File: src/rtl/mpemu_mac_pkg.sv
// Shared types and helpers for the mpemu_mac pipelined fractional multiply-accumulate.
package mpemu_mac_pkg;

    typedef enum logic {
        RND_FLOOR   = 1'b0,
        RND_HALF_UP = 1'b1
    } rnd_mode_t;

    typedef struct packed {
        logic      first;
        logic      last;
        rnd_mode_t rnd;
    } flags_t;

    // Clocks from a sampled last_i to the matching valid_o pulse.
    function automatic int unsigned mac_latency(input int unsigned w, input int unsigned bps);
        return w / bps + 2;
    endfunction

endpackage

File: src/rtl/mpemu_mac_stage.sv
// One shift-add step: retires BPS multiplier bits into the running partial product.
module mpemu_stage
    import mpemu_mac_pkg::*;
#(
    parameter int unsigned W   = 24,
    parameter int unsigned BPS = 4,
    parameter int unsigned IDX = 0
) (
    input  logic                    clk,
    input  logic                    rst,
    input  logic                    up_valid,
    input  flags_t                  up_flags,
    input  logic [W-1:0]            up_mpcand,
    input  logic [W-1:0]            up_mplier,
    input  logic signed [2*W-1:0]   up_psum,
    output logic                    dn_valid,
    output flags_t                  dn_flags,
    output logic [W-1:0]            dn_mpcand,
    output logic [W-1:0]            dn_mplier,
    output logic signed [2*W-1:0]   dn_psum
);

    // The most significant group carries the sign of the multiplier.
    localparam bit TOP = (IDX == W / BPS - 1);

    logic [BPS-1:0]          grp;
    logic signed [2*W-1:0]   cand_x;
    logic signed [2*W-1:0]   grp_x;
    logic signed [2*W-1:0]   term;

    always_comb begin
        grp    = up_mplier[IDX*BPS +: BPS];
        cand_x = {{W{up_mpcand[W-1]}}, up_mpcand};
        grp_x  = {{(2*W-BPS){TOP ? grp[BPS-1] : 1'b0}}, grp};
        term   = (cand_x * grp_x) <<< (IDX * BPS);
    end

    always_ff @(posedge clk) begin
        if (rst) begin
            dn_valid <= 1'b0;
        end else begin
            dn_valid <= up_valid;
        end
    end

    always_ff @(posedge clk) begin
        dn_flags  <= up_flags;
        dn_mpcand <= up_mpcand;
        dn_mplier <= up_mplier;
        dn_psum   <= up_psum + term;
    end

endmodule

File: src/rtl/mpemu_mac.sv
// Pipelined signed Q1.(W-1) shift-add multiply-accumulate with framing, rounding and saturation.
module mpemu_mac
    import mpemu_mac_pkg::*;
#(
    parameter int unsigned W     = 24,
    parameter int unsigned BPS   = 4,
    parameter int unsigned GUARD = 4
) (
    input  logic         clk,
    input  logic         rst,
    input  logic         valid_i,
    input  logic         first_i,
    input  logic         last_i,
    input  logic         round_i,
    input  logic [W-1:0] mpcand_i,
    input  logic [W-1:0] mplier_i,
    output logic         valid_o,
    output logic [W-1:0] mprod_o,
    output logic         sat_o
);

    localparam int unsigned NST = W / BPS;
    localparam int unsigned AW  = 2 * W - 1 + GUARD;
    localparam logic signed [AW:0] HALF = (AW + 1)'(1) << (W - 2);
    localparam logic signed [AW:0] MAXV = (AW + 1)'((64'd1 << (W - 1)) - 64'd1);
    localparam logic signed [AW:0] MINV = ~MAXV;

    // Input register (stage 0)
    logic                  in_valid;
    flags_t                in_flags;
    logic [W-1:0]          in_mpcand;
    logic [W-1:0]          in_mplier;

    always_ff @(posedge clk) begin
        if (rst) begin
            in_valid <= 1'b0;
        end else begin
            in_valid <= valid_i;
        end
    end

    always_ff @(posedge clk) begin
        in_flags  <= '{first: first_i, last: last_i, rnd: rnd_mode_t'(round_i)};
        in_mpcand <= mpcand_i;
        in_mplier <= mplier_i;
    end

    // Shift-add chain
    logic [NST-1:0]                 v_s;
    flags_t [NST-1:0]               flg_s;
    logic [NST-1:0][W-1:0]          cand_s;
    logic [NST-1:0][W-1:0]          mplier_s;
    logic [NST-1:0][2*W-1:0]        psum_s;

    for (genvar k = 0; k < NST; k++) begin : g_stage
        if (k == 0) begin : g_head
            mpemu_stage #(.W(W), .BPS(BPS), .IDX(k)) u_stage (
                .clk       (clk),
                .rst       (rst),
                .up_valid  (in_valid),
                .up_flags  (in_flags),
                .up_mpcand (in_mpcand),
                .up_mplier (in_mplier),
                .up_psum   ('0),
                .dn_valid  (v_s[k]),
                .dn_flags  (flg_s[k]),
                .dn_mpcand (cand_s[k]),
                .dn_mplier (mplier_s[k]),
                .dn_psum   (psum_s[k])
            );
        end else begin : g_body
            mpemu_stage #(.W(W), .BPS(BPS), .IDX(k)) u_stage (
                .clk       (clk),
                .rst       (rst),
                .up_valid  (v_s[k-1]),
                .up_flags  (flg_s[k-1]),
                .up_mpcand (cand_s[k-1]),
                .up_mplier (mplier_s[k-1]),
                .up_psum   (psum_s[k-1]),
                .dn_valid  (v_s[k]),
                .dn_flags  (flg_s[k]),
                .dn_mpcand (cand_s[k]),
                .dn_mplier (mplier_s[k]),
                .dn_psum   (psum_s[k])
            );
        end
    end

    logic unused_tail;
    assign unused_tail = ^{cand_s[NST-1], mplier_s[NST-1]};

    // Accumulate stage: acc holds the open partial sum, fin the completed one awaiting emit.
    logic signed [2*W-1:0] prod;
    logic signed [AW-1:0]  prod_x;
    logic signed [AW-1:0]  acc_sum;
    logic signed [AW-1:0]  acc;
    logic signed [AW-1:0]  fin;
    rnd_mode_t             fin_rnd;
    logic                  fin_valid;

    always_comb begin
        prod    = psum_s[NST-1];
        prod_x  = AW'(prod);
        acc_sum = flg_s[NST-1].first ? prod_x : acc + prod_x;
    end

    always_ff @(posedge clk) begin
        if (rst) begin
            acc       <= '0;
            fin_valid <= 1'b0;
        end else begin
            fin_valid <= v_s[NST-1] & flg_s[NST-1].last;
            if (v_s[NST-1]) begin
                acc     <= flg_s[NST-1].last ? '0 : acc_sum;
                fin     <= acc_sum;
                fin_rnd <= flg_s[NST-1].rnd;
            end
        end
    end

    // Emit stage: optional half-LSB bias, floor shift, clamp to Q1.(W-1)
    logic signed [AW:0] biased;
    logic signed [AW:0] shifted;
    logic [W-1:0]       res;
    logic               clamp;

    always_comb begin
        biased  = (AW + 1)'(fin) + ((fin_rnd == RND_HALF_UP) ? HALF : '0);
        shifted = biased >>> (W - 1);
        clamp   = 1'b1;
        if (shifted > MAXV) begin
            res = {1'b0, {(W-1){1'b1}}};
        end else if (shifted < MINV) begin
            res = {1'b1, {(W-1){1'b0}}};
        end else begin
            res   = shifted[W-1:0];
            clamp = 1'b0;
        end
    end

    always_ff @(posedge clk) begin
        if (rst) begin
            valid_o <= 1'b0;
            mprod_o <= '0;
            sat_o   <= 1'b0;
        end else begin
            valid_o <= fin_valid;
            if (fin_valid) begin
                mprod_o <= res;
                sat_o   <= clamp;
            end
        end
    end

endmodule

File: config.mk
export PLATFORM = sky130hd
export DESIGN_NAME = mpemu_mac
export DESIGN_NICKNAME = d
export VERILOG_FILES = /design/src/rtl/mpemu_mac_pkg.sv /design/src/rtl/mpemu_mac_stage.sv /design/src/rtl/mpemu_mac.sv
export SDC_FILE = /design/constraint.sdc
export NUM_CORES = 2
export LEC_CHECK = 0
export CORE_MARGIN = 2
export CORE_UTILIZATION = 45
export CTS_CLUSTER_DIAMETER = 50
export DETAILED_ROUTE_END_ITERATION = 8
export DONT_BUFFER_PORTS = 1
export RECOVER_POWER = 100
export SYNTH_ARGS = -nofsm -noshare
export SYNTH_HDL_FRONTEND = slang
export SYNTH_SLANG_ARGS = --single-unit
File: constraint.sdc
create_clock -name clk -period 6.7 [get_ports clk]
set_clock_uncertainty 0.15 [all_clocks]
set_input_delay 2.01 -clock clk [delete_from_list [all_inputs] [get_ports clk]]
set_output_delay 2.01 -clock clk [all_outputs]
set_load 0.02 [all_outputs]
---- After elaboration in Yosys (flattened, before gate mapping) ----
Index checks and enable logic that the tools add are counted.
storage, ports and cells
  register bits ........................... 734
  input port bits ......................... 54
  output and inout port bits .............. 26
  logic and storage cells ................. 78
cells by class
  add/subtract/negate cells ............... 7
  multipliers ............................. 6
  order comparisons ....................... 2
  mux-type cells .......................... 7
  bitwise operators ....................... 2
  reduce and logical (&&, ||, !) cells .... 1
operator list
  cell                                                          number
  adder 48 bit                                                  5
  multiplier 24 x 5 -> 29 bit                                   5
  2-to-1 mux 51 bit                                             2
  adder 51 x 24 -> 52 bit                                       1
  adder 51 x 48 -> 51 bit                                       1
  2-to-1 mux 24 bit                                             2
  > comparator 29 x 24 -> 1 bit, second input constant          1
  less-than comparator 29 x 24 -> 1 bit, second input constant  1
  multiplier 24 x 4 -> 28 bit                                   1
  2-to-1 mux 23 bit                                             1
  2-to-1 mux 1 bit                                              2
  AND reduction 2 bit                                           1
  bitwise AND 1 bit                                             1
  NOT 1 bit                                                     1

---- Depth between registers and ports, before layout ----
  word-level depth ........................ 5
  mapped depth ............................ 29
  mapped depth without buffers ............ 28

---- Modules after synthesis ----
A second synthesis with hierarchy kept.
unflattened totals
  cells, all modules ...................... 5877
  area, all modules ....................... 54288.3 um^2
modules (own cells, without submodules)
  module                                    instances  cells each  area an instance (um^2)  sequential area each (um^2)
  mpemu_stage at g_stage[0].g_head.u_stage  1          975         8927.3                   2001.9
  mpemu_mac                                 1          902         8356.8                   3503.4
  mpemu_stage at g_stage[1].g_body.u_stage  1          911         8137.8                   2001.9
  mpemu_stage at g_stage[2].g_body.u_stage  1          871         7830.0                   2001.9
  mpemu_stage at g_stage[3].g_body.u_stage  1          822         7495.9                   2001.9
  mpemu_stage at g_stage[4].g_body.u_stage  1          765         7101.8                   2001.9
  mpemu_stage at g_stage[5].g_body.u_stage  1          631         6438.7                   2001.9

---- Worst setup path before layout ----
No wires, ideal clock.
  path kind ............................... register to register
  start point ............................. reg g_stage[1].g_body.u_stage.dn_mplier[10]
  end point ............................... reg g_stage[2].g_body.u_stage.dn_psum[42]
  arrival ................................. 6.148 ns
  path slack .............................. 0.323 ns
  cell stages (with the launch flop) ...... 29
  path through ............................ dfxtp_1 clkbuf_1 and2_1 ha_1 fa_1 inv_1 fa_1 inv_1 ha_1 inv_1 o21bai_1 a21oi_1 o21ai_0 nand3_1 a31o_2 nor2b_1 o21ai_0 a211oi_1 ha_1 a21o_1 a21o_1 a21oi_1 o221a_2 a211o_1 nand4_1 o21ba_2 o41ai_2 or4b_2 o211ai_1
between the ends
  word-level cells in the longest chain between the ends .. 2
RTL lines
  what                         RTL line               source
  from (decl)                  mpemu_mac_stage.sv:19  output logic [W-1:0] dn_mplier,
  from (signal assigned)       mpemu_mac_stage.sv:49  dn_mplier <= up_mplier;
  multiplier 24 x 5 -> 29 bit  mpemu_mac_stage.sv:35  term = (cand_x * grp_x) <<< (IDX * BPS);
  adder 48 bit                 mpemu_mac_stage.sv:50  dn_psum <= up_psum + term;
  to (signal assigned)         mpemu_mac_stage.sv:50
  to (decl)                    mpemu_mac_stage.sv:20  output logic signed [2*W-1:0] dn_psum
No other way between the ends.
A chain may end at the register's enable or synchronous reset.

---- Worst setup path after layout ----
  start point ............................. reg g_stage[1].g_body.u_stage.dn_mpcand[7]
  end point ............................... reg g_stage[2].g_body.u_stage.dn_psum[42]
between the ends
  word-level cells in the longest chain between the ends .. 2
RTL lines
  what                         RTL line               source
  from (decl)                  mpemu_mac_stage.sv:18  output logic [W-1:0] dn_mpcand,
  from (signal assigned)       mpemu_mac_stage.sv:48  dn_mpcand <= up_mpcand;
  multiplier 24 x 5 -> 29 bit  mpemu_mac_stage.sv:35
  adder 48 bit                 mpemu_mac_stage.sv:50
No other way between the ends.

==> flow_summary.toml <==
[outcome]
status = "finished with violations"
violations = "capacitance limit, slew limit"

[synthesis]
netlist-cell-type-count = 83
ys_ff_latch = 633
ys_seq_area_share_pct = 28.0
yosys.cell_count.top_type = "inv_1"
synth.avg_cell_area_um2 = 9.03
yosys-top-cells-count = "620 x inv_1, 603 x dfxtp_1, 549 x ha_1"
syn_nets = 6038
synth_edf_count = 30
synthCells = 5135
synth_top_cell_by_area = "dfxtp_1"
yosys_warnings = 0
synth_top_cell_area_share_pct = 26.0
synth_area_leaders = "dfxtp_1 26%, ha_1 15%, fa_1 13%"
synth_ff_type = "dfxtp_1"
synth_area_um2 = 46400
async_flop_share_pct = 0

[route]
first_iter_violations = 1184
route.detailed.drc = 0
drt_first_pass_iters = 5
drtAntennaViolNets = 0
drt-wirelength-per-cell_um = 15.0
vias = 34000
drt-total-wl_um = 99500
viasPerCell = 5.13

[setup_path]
startpoint_type = "flop"
regToRegSetupSlack_ns = 0.32
r2r_start = "g_stage[1].g_body.u_stage.dn_mpcand[7]"
r2r_cells = 24
required_ns = 7.12
crit_fanout = 5
r2r-end = "g_stage[2].g_body.u_stage.dn_psum[42]"
crit_type = "reg2reg"
cp.arrival_ns = 6.80
cp-end-kind = "flop"

[power]
leakagePower_uw = 0.0249
peakVddDrop_v = 0.000229
power_density_nw_per_um2 = 446
power_uw = 23100

[timing]
setup_tns_ns = 0
max_clock_freq_mhz = 157
period_share_pct = 95.3
rsz0062_at_grt = "yes"
slew_headroom_pct = -11.0
finalSetupViolations = 0
worst_slew_pin_slew_ns = 1.67
hold_viol = 0
drv_slew = 34
post-route-min-period_ns = 6.38

[global_routing]
met3_usage_pct = 2.54
grt_first_pass_wirelength_um = 169000
grt_overflow = 0
grt_max_degree = 58
top_usage_layer = "met2"
track_usage_pct = 19.1
antenna_found_initial = 0
grtUsageMet1_pct = 24.1
grt_util_met2_pct = 33.7
grt_pass1_vias = 34600

[worst_hold_path]
min_from = "g_stage[1].g_body.u_stage.dn_psum[4]"
hold_end = "g_stage[2].g_body.u_stage.dn_psum[4]"
min_path_cells = 0
hold_path.class = "reg2reg"

[floorplanning]
dieWidth_um = 325
rows = 117
die_h_um = 325
initial_core_util_pct = 45.4
die_area_um2 = 106000
core_um2 = 102000
pin_count = 80

[run]
drv_cap = 2

[placed_design]
gp_congestion = 0.889
dp_hpwl_um = 79800
port_buffers = 0

[clock_network]
cts_root_buf = "clkbuf_16"
cts_made_buffers = 93
clk_pin_slew_ns = 0.06
cts_tree = "yes"
cts.sinks = 633
cts_buffer_depth = 3
htreeDepth = 3
clock_latency_ns = 0.65
postCtsHoldBufs = 0

[cells_and_area]
antenna_cells = 0
syn_to_final_growth_pct = 11.6
fill_cells = 9691
drive_above_1_share_pct = 6.03
num-nets-final = 6096
fin_util_pct = 50.7
-- worst max path at each step --
stage | to | slack [ns] | cells after the start | startpoint
2_1_floorplan | g_stage[2].g_body.u_stage.dn_psum[42] | 0.32 | 28 | g_stage[1].g_body.u_stage.dn_mplier[10]
3_3_place_gp | g_stage[2].g_body.u_stage.dn_psum[42] | -0.19 | 27 | g_stage[1].g_body.u_stage.dn_mplier[11]
3_5_place_dp | g_stage[2].g_body.u_stage.dn_psum[42] | -0.26 | 27 | g_stage[1].g_body.u_stage.dn_mplier[11]
4_1_cts | g_stage[1].g_body.u_stage.dn_psum[34] | 0.01 | 27 | g_stage[0].g_head.u_stage.dn_mplier[6]
5_1_grt | g_stage[3].g_body.u_stage.dn_psum[47] | -0.06 | 29 | g_stage[2].g_body.u_stage.dn_mplier[15]
6_report | g_stage[2].g_body.u_stage.dn_psum[42] | 0.32 | 24 | g_stage[1].g_body.u_stage.dn_mpcand[7]
-- where the power goes --
part           internal, uW  switching [uW]  total, uW
clock                  3060            1880       4940
combinational          5600            6990      12600
sequential             4920             627       5540
-- kinds of logic after synthesis --
family / after synthesis / share of synthesized area (%)
AOI/OAI and AO/OA: 1069 / 15.0
xor gates and xnor gates: 354 / 6.72
adders and majority gates: 849 / 27.8
buffers and inverters: 736 / 5.96
DFF: 633 / 28.0
muxes: 10 / 0.232
and+or+nand+nor: 1484 / 16.4
-- layer usage --
layer | share of wire, % | vias up | wire length [um]
met5 | 0 | - | 0
met4 | 2.7 | 0 | 2700
met3 | 2.6 | 172 | 2540
met2 | 48 | 395 | 48000
met1 | 46 | 16100 | 46200
li1 | - | 17400 | -
-- critical path, cell delays in order, from the launching register on --
cell	delay, ns
dfxtp_1	0.53
and2_1	0.19
ha_1	0.24
fa_1	0.48
inv_1	0.05
fa_1	0.48
inv_1	0.04
ha_1	0.28
a21oi_1	0.32
nor3_1	0.10
a211oi_1	0.27
o21ai_0	0.16
a41oi_2	0.27
buf_4	0.17
o211ai_1	0.14
a31o_2	0.27
a21oi_1	0.18
xnor2_1	0.15
ha_1	0.31
a21o_1	0.22
o21ai_0	0.20
o21ba_4	0.20
o41ai_4	0.31
or4b_4	0.49
o211ai_1	0.09
-- layout make-up --
cell class,instances,area (um^2),area share [%]
Tap cell,1368,1710,3.31
Multi-Input combinational cell,3766,30900,59.7
Sequential cell,633,13000,25.1
Timing Repair Buffer,78,582,1.12
Clock buffer,117,2580,4.99
Inverter,621,2330,4.51
Clock inverter,56,642,1.24
-- cell usage in the layout (no fill, tap or decap), types with 19 or more instances in the layout --
master	instances
o21bai_1	60
and2_0	24
a22o_1	22
xor2_1	93
nand2_1	375
nor2_1	260
buf_4	63
a211oi_1	51
xnor2_1	258
nor3_1	64
and2_1	402
or3_1	19
fa_1	300
dfxtp_1	599
a31oi_1	30
nor2b_1	71
o21a_1	42
edfxtp_1	30
o21ai_0	195
and3_1	46
nand2b_1	52
inv_1	620
clkbuf_1	22
a21oi_1	304
clkbuf_16	96
nand3_1	75
a21o_1	152
nand4_1	34
ha_1	544
o31ai_1	19
-- per-stage QoR --
stage	worst slack [ns]	hold WS, ns	area, um^2	instances
2_1_floorplan	0.323	0.160	46400	5135
3_3_place_gp	-0.191	0.160	48100	6450
3_5_place_dp	-0.262	0.162	48100	6450
4_1_cts	0.0102	0.168	51400	6623
5_1_grt	-0.0560	0.170	51700	6639
6_report	0.318	0.168	51700	6639
-- state kept, by name, indices dropped and copies added (netlist names), 3 cells and up --
register / flops
fin: 29
g_stage.g_head.u_stage.dn_flags: 3
g_stage.g_body.u_stage.dn_flags: 15
g_stage.g_body.u_stage.dn_valid: 5
in_mplier: 24
g_stage.g_head.u_stage.dn_mpcand: 24
g_stage.g_head.u_stage.dn_psum: 29
mprod_o: 24
g_stage.g_body.u_stage.dn_mpcand: 96
acc: 51
g_stage.g_body.u_stage.dn_psum: 240
g_stage.g_head.u_stage.dn_mplier: 20
g_stage.g_body.u_stage.dn_mplier: 40
in_mpcand: 24
in_flags: 3
-- repair_timing --
item,4_1_cts,5_1_grt
gates resized for setup,5,74
pin swaps,0,27
endpoints found under the setup margin,19,52
buffers inserted,0,16
Power figures use the tool's default switching activity.
